==> config.mk <==
export PLATFORM = sky130hd
export DESIGN_NAME = inv_key_schedule
export DESIGN_NICKNAME = d
export VERILOG_FILES = /design/src/rtl/aes_pkg.sv /design/src/rtl/inv_key_schedule_sbox.sv /design/src/rtl/inv_key_schedule.sv
export SDC_FILE = /design/constraint.sdc
export NUM_CORES = 2
export LEC_CHECK = 0
export ABC_CLOCK_PERIOD_IN_PS = 25200
export CAP_MARGIN = 5
export CELL_PAD_IN_SITES_DETAIL_PLACEMENT = 1
export CELL_PAD_IN_SITES_GLOBAL_PLACEMENT = 1
export CORE_UTILIZATION = 49
export DETAILED_ROUTE_END_ITERATION = 16
export GPL_TIMING_DRIVEN = 1
export PLACE_DENSITY = 0.91
export SYNTH_ARGS = -nofsm -noshare
export SYNTH_HDL_FRONTEND = slang
export SYNTH_SLANG_ARGS = --single-unit
==> constraint.sdc <==
create_clock -name clk -period 25.2 [get_ports clk]
set_clock_uncertainty 0.05 [all_clocks]
set_input_delay 3.78 -clock clk [delete_from_list [all_inputs] [get_ports clk]]
set_output_delay 3.78 -clock clk [all_outputs]
set_load 0.03 [all_outputs]
==> src/rtl/aes_pkg.sv <==
// Shared AES definitions: round count, Rcon table, key-schedule FSM states,
// and GF(2^8) helpers (xtime, InvMixColumns).
package aes_pkg;

  localparam int AES_NR = 10;

  typedef enum logic [2:0] {
    ST_IDLE = 3'd0,
    ST_OUT  = 3'd1,
    ST_XOR  = 3'd2,
    ST_SUB  = 3'd3,
    ST_COMB = 3'd4
  } state_t;

  // Round constant for rounds 1..10; zero elsewhere.
  function automatic logic [7:0] rcon(input logic [3:0] round);
    logic [7:0] rc;
    case (round)
      4'd1:    rc = 8'h01;
      4'd2:    rc = 8'h02;
      4'd3:    rc = 8'h04;
      4'd4:    rc = 8'h08;
      4'd5:    rc = 8'h10;
      4'd6:    rc = 8'h20;
      4'd7:    rc = 8'h40;
      4'd8:    rc = 8'h80;
      4'd9:    rc = 8'h1b;
      4'd10:   rc = 8'h36;
      default: rc = 8'h00;
    endcase
    return rc;
  endfunction

  // Multiply by x in GF(2^8) modulo x^8+x^4+x^3+x+1.
  function automatic logic [7:0] xtime(input logic [7:0] b);
    return {b[6:0], 1'b0} ^ (b[7] ? 8'h1b : 8'h00);
  endfunction

  // InvMixColumns on one column; byte 0 is the MSB of the word.
  function automatic logic [31:0] inv_mix_column(input logic [31:0] col);
    logic [7:0] a [4];
    logic [7:0] m9 [4];
    logic [7:0] mb [4];
    logic [7:0] md [4];
    logic [7:0] me [4];
    logic [7:0] x2, x4, x8;
    for (int i = 0; i < 4; i++) begin
      a[i]  = col[31-8*i -: 8];
      x2    = xtime(a[i]);
      x4    = xtime(x2);
      x8    = xtime(x4);
      m9[i] = x8 ^ a[i];
      mb[i] = x8 ^ x2 ^ a[i];
      md[i] = x8 ^ x4 ^ a[i];
      me[i] = x8 ^ x4 ^ x2;
    end
    return {me[0] ^ mb[1] ^ md[2] ^ m9[3],
            m9[0] ^ me[1] ^ mb[2] ^ md[3],
            md[0] ^ m9[1] ^ me[2] ^ mb[3],
            mb[0] ^ md[1] ^ m9[2] ^ me[3]};
  endfunction

  function automatic logic [127:0] inv_mix_columns(input logic [127:0] st);
    return {inv_mix_column(st[127:96]), inv_mix_column(st[95:64]),
            inv_mix_column(st[63:32]),  inv_mix_column(st[31:0])};
  endfunction

endpackage

==> src/rtl/inv_key_schedule_sbox.sv <==
// 32-bit AES forward S-box (four byte lanes), purely combinational.
// Each byte is computed as the GF(2^8) inverse (x^254) followed by the
// FIPS-197 affine transform, so no lookup ROM is needed.
module inv_key_schedule_sbox
  import aes_pkg::*;
(
  input  logic [31:0] Sbox_i,
  output logic [31:0] Sbox_o
);

  localparam logic [7:0] INV_EXP = 8'hfe;

  function automatic logic [7:0] gf_mul(input logic [7:0] a, input logic [7:0] b);
    logic [7:0] p;
    logic [7:0] aa;
    p  = 8'h00;
    aa = a;
    for (int i = 0; i < 8; i++) begin
      if (b[i]) p = p ^ aa;
      aa = xtime(aa);
    end
    return p;
  endfunction

  function automatic logic [7:0] sbox_byte(input logic [7:0] x);
    logic [7:0] inv;
    inv = 8'h01;
    for (int i = 7; i >= 0; i--) begin
      inv = gf_mul(inv, inv);
      if (INV_EXP[i]) inv = gf_mul(inv, x);
    end
    return inv ^ {inv[6:0], inv[7]} ^ {inv[5:0], inv[7:6]} ^
           {inv[4:0], inv[7:5]} ^ {inv[3:0], inv[7:4]} ^ 8'h63;
  endfunction

  // Substitute every byte lane independently.
  always_comb begin
    Sbox_o = 32'h0;
    for (int i = 0; i < 4; i++) begin
      Sbox_o[8*i +: 8] = sbox_byte(Sbox_i[8*i +: 8]);
    end
  end

endmodule

==> src/rtl/inv_key_schedule.sv <==
// AES-128 inverse key schedule: starting from the last round key, emits
// round keys NR down to 0 over a valid/ready handshake, one new key every
// four cycles (XOR, SUB, COMB, OUT).
// Optional macro INV_KEY_SCHEDULE_EQINV_EN: rounds 1..NR-1 are presented as
// InvMixColumns(key) for the equivalent inverse cipher; the stored key is
// never transformed.
//
// state | meaning
// IDLE  | waiting for start
// OUT   | round key presented, waiting for rk_ready
// XOR   | derive words 1..3 of the previous round key
// SUB   | SubWord(RotWord(p3)) through the shared S-box
// COMB  | derive word 0, load key, decrement round
module inv_key_schedule
  import aes_pkg::*;
#(
  parameter int NR = AES_NR
)
(
  input  logic         clk,
  input  logic         rst_n,
  input  logic         start,
  input  logic [127:0] last_key_i,
  output logic         rk_valid,
  input  logic         rk_ready,
  output logic [127:0] rk_o,
  output logic [3:0]   rk_round,
  output logic         busy,
  output logic         done
);

  state_t state, state_nxt;

  logic [127:0] key;
  logic [3:0]   round;
  logic [31:0]  p1, p2, p3, sub_w;
  logic [31:0]  sbox_in, sbox_out;
  logic         done_q;
  logic         xfer;

  assign sbox_in = {p3[23:0], p3[31:24]};

  inv_key_schedule_sbox u_sbox (
    .Sbox_i (sbox_in),
    .Sbox_o (sbox_out)
  );

  // State register.
  always_ff @(posedge clk) begin
    if (!rst_n) state <= ST_IDLE;
    else        state <= state_nxt;
  end

  // Next state and handshake outputs.
  always_comb begin
    state_nxt = state;
    rk_valid  = 1'b0;
    busy      = 1'b1;
    xfer      = 1'b0;
    case (state)
      ST_IDLE: begin
        busy = 1'b0;
        if (start) state_nxt = ST_OUT;
      end
      ST_OUT: begin
        rk_valid = 1'b1;
        xfer     = rk_ready;
        if (rk_ready) state_nxt = (round == 4'd0) ? ST_IDLE : ST_XOR;
      end
      ST_XOR:  state_nxt = ST_SUB;
      ST_SUB:  state_nxt = ST_COMB;
      ST_COMB: state_nxt = ST_OUT;
      default: state_nxt = ST_IDLE;
    endcase
  end

  // Key datapath: one step of the inverse expansion per state.
  always_ff @(posedge clk) begin
    if (!rst_n) begin
      key    <= 128'h0;
      round  <= 4'd0;
      p1     <= 32'h0;
      p2     <= 32'h0;
      p3     <= 32'h0;
      sub_w  <= 32'h0;
      done_q <= 1'b0;
    end else begin
      done_q <= xfer && (round == 4'd0);
      case (state)
        ST_IDLE: begin
          if (start) begin
            key   <= last_key_i;
            round <= 4'(NR);
          end
        end
        ST_XOR: begin
          p3 <= key[31:0]  ^ key[63:32];
          p2 <= key[63:32] ^ key[95:64];
          p1 <= key[95:64] ^ key[127:96];
        end
        ST_SUB: sub_w <= sbox_out;
        ST_COMB: begin
          key <= {key[127:96] ^ sub_w ^ {rcon(round), 24'h0}, p1, p2, p3};
          if (round != 4'd0) round <= round - 4'd1;
        end
        default: ;
      endcase
    end
  end

`ifdef INV_KEY_SCHEDULE_EQINV_EN
  assign rk_o = ((round != 4'd0) && (round != 4'(NR))) ? inv_mix_columns(key) : key;
`else
  assign rk_o = key;
`endif

  assign rk_round = round;
  assign done     = done_q;

endmodule

==> metrics.txt <==
status finished clean; top_reg_cell synth dfxtp_1; drt total wl 265000 um; worst slew pin tran 1180 ps; most frequent CP cell xnor3_1; site row count 135; Setup crit end kind register; Yosys top cell area share 18.6%; Synth Instances 8450; Critical Path RT 25720 ps; Tmin final 24610 ps; clock latency at the later pin of the worst-skew pair 670 ps; initial drt markers 7168; router iterations before antenna repair 8; Setup TNS Final 0 ps; number of routed nets with antenna violations 0; CTS Root Cell clkbuf_16; DR vias 67100; Setup crit start kind register; number of remaining DRC errors 0; Synth area leader xnor2_1; top cells by area, synth xnor2_1 19%, xnor3_1 14%, dfxtp_1 8.1%; Synth warnings 0; CTS tree built; Final Wtd Congestion 0.945; met2 routed WL 123000 um; DR WL/cell 25.8 um; r2r setup slk 590 ps; Avg Cell Area, Syn 7.97 um^2; met3 wire len 26400 um; GRT Total Usage 35.6%; Worst Hold Class register to register; Final Hold Violating Endpoints 0; Ports 267; post-DP HPWL 187000 um; clk sinks 272; library cells used by synthesis 122; die area 139000 um^2; via count of the first global-routing pass 68500; WP data arrival 25120 ps; Die Span X 373 um; CP max-delay cell xnor3_1; Post-synth EDFFs 0; DR top layer met5; GR Overflow Total 0; DIE HEIGHT 373 um; Max-Cap Viols 0; most common cell after layout, fill and taps aside xnor2_1; max_slew headroom 20.8%; cell area after synthesis 67300 um^2; CP Class register to register; post-synthesis register bit count 272; CTS Buf Count 37; share of layout cells above drive strength 1 9.32%; antenna fix cells 0; final cell count without fillers 10300; # hold bufs at CTS 0; Nets 8618; final slew viol count 0; Setup WS pre-CTS -841 ps; met1 wire length 102000 um; initial antenna violation count 8; growth of design area from synthesis to finish 9.57%; worst setup margin 591 ps; clk slew on worst S/H paths 90 ps; commonest non-fill, non-tap cells in the layout 1387 x xnor2_1, 1248 x nand2_1, 764 x nor2_1; ys async rst share 0%; effective utilization at floorplan 49.5%; vias per cell 6.54; count of buffers from port buffering 266; first-pass GRT wire length 398000 um; largest net degree at the start of global routing 191; Clock Tree Buf Depth 3; DP Cell Count 10200; Max stage delay on crit path 710 ps; Syn Nets 8615; final setup fails 0; sequential share of the synthesized area 8.09%; worst-path maximum fanout 17; maximum clock rate 0.0406 GHz; area of the core 136000 um^2; final core utilization 54.3%; period utilization 97.7%; H-tree depth 2
==> worst max-delay path: cells and delay by family, from the launching register on <==
kind                     cells  cell delay, ps
XOR/XNOR                    41           15830
AO/OA/AOI/OAI                9            3730
adder cells (fa/ha/maj)      4            1510
AND/OR/NAND/NOR              9            1430
buffers and inverters        5            1140
flip-flops                   1             450
multiplexers                 1             270
==> layout make-up <==
class / count / area (um^2)
clock inverters: 20 / 292
well taps: 1781 / 2230
multi-input cells: 7422 / 59100
fillers: 16300 / 62200
repair buffers: 588 / 5160
clock buffers: 46 / 1000
flip-flops and latches: 272 / 5510
inverters: 132 / 515
==> kinds of logic (layout without fill, tap and decap cells) <==
group | count (synthesis) | after routing | share of synthesized area, %
AO/OA/AOI/OAI | 1755 | 1755 | 17.9
XOR/XNOR | 2569 | 2569 | 45.5
adder cells (fa/ha/maj) | 33 | 33 | 0.613
buffers and inverters | 756 | 786 | 5.46
flip-flops | 272 | 272 | 8.09
multiplexers | 279 | 279 | 4.30
AND/OR/NAND/NOR | 2786 | 2786 | 18.1
==> routing by layer <==
layer	track usage (%)	vias up
li1	-	29200
met1	44.2	33300
met2	58.8	3607
met3	7.00	926
met4	17.1	6
met5	0	-
==> state kept, by name, summed over array words and instances (netlist names), named ones only <==
register,count
rk_o,128
p1,32
p2,32
p3,32
sub_w,32
rk_round,4
state,3
done,1
==> Yosys cell counts (26+ instances only) <==
| cell type | number |
|---|---|
| buf_2 | 112 |
| o211ai_1 | 73 |
| buf_1 | 56 |
| xnor2_2 | 66 |
| xnor2_1 | 1433 |
| or3_1 | 36 |
| dfxtp_1 | 272 |
| inv_1 | 101 |
| a221oi_1 | 37 |
| nor2_1 | 767 |
| o22ai_1 | 62 |
| o21a_1 | 41 |
| mux2i_1 | 223 |
| buf_4 | 66 |
| xor3_1 | 71 |
| and2_1 | 70 |
| nor3_1 | 153 |
| ha_1 | 33 |
| a22oi_1 | 228 |
| mux2_2 | 47 |
| nor2b_1 | 62 |
| o21ai_0 | 210 |
| a211oi_1 | 172 |
| and3_1 | 45 |
| nand2_1 | 1250 |
| o221ai_1 | 32 |
| xnor3_1 | 431 |
| a31oi_1 | 46 |
| nand3_1 | 148 |
| a21o_1 | 26 |
| buf_6 | 55 |
| or2_2 | 27 |
| a222oi_1 | 34 |
| nand2b_1 | 81 |
| clkbuf_1 | 329 |
| a21oi_1 | 455 |
| xor2_1 | 516 |
==> worst paths after layout <==
check / start / endpoint / cells after the start
min: sub_w[12]$_SDFFE_PN0P_ / sub_w[12]$_SDFFE_PN0P_ / 2
max reg2reg: p3[8]$_SDFFE_PN0P_ / sub_w[23]$_SDFFE_PN0P_ / 69
max: p3[8]$_SDFFE_PN0P_ / sub_w[23]$_SDFFE_PN0P_ / 69
min reg2reg: sub_w[12]$_SDFFE_PN0P_ / sub_w[12]$_SDFFE_PN0P_ / 2
==> through the flow <==
| step | hold WS, ps | area [um^2] |
|---|---|---|
| floorplan | 382 | 67300 |
| detailed placement | 412 | 71400 |
| global route | 443 | 73800 |
| CTS | 419 | 72700 |
| finish | 420 | 73800 |
| global placement | 390 | 71400 |
==> timing repair <==
item                                    4_1_cts  5_1_grt
pin swaps                                     0       12
endpoints found under the setup margin       19       32
gates resized for setup                      11      127
setup buffers                                 0       39
Power is not shown: default switching activity piles up to over one toggle a cycle in this logic, so the estimate is an artifact.
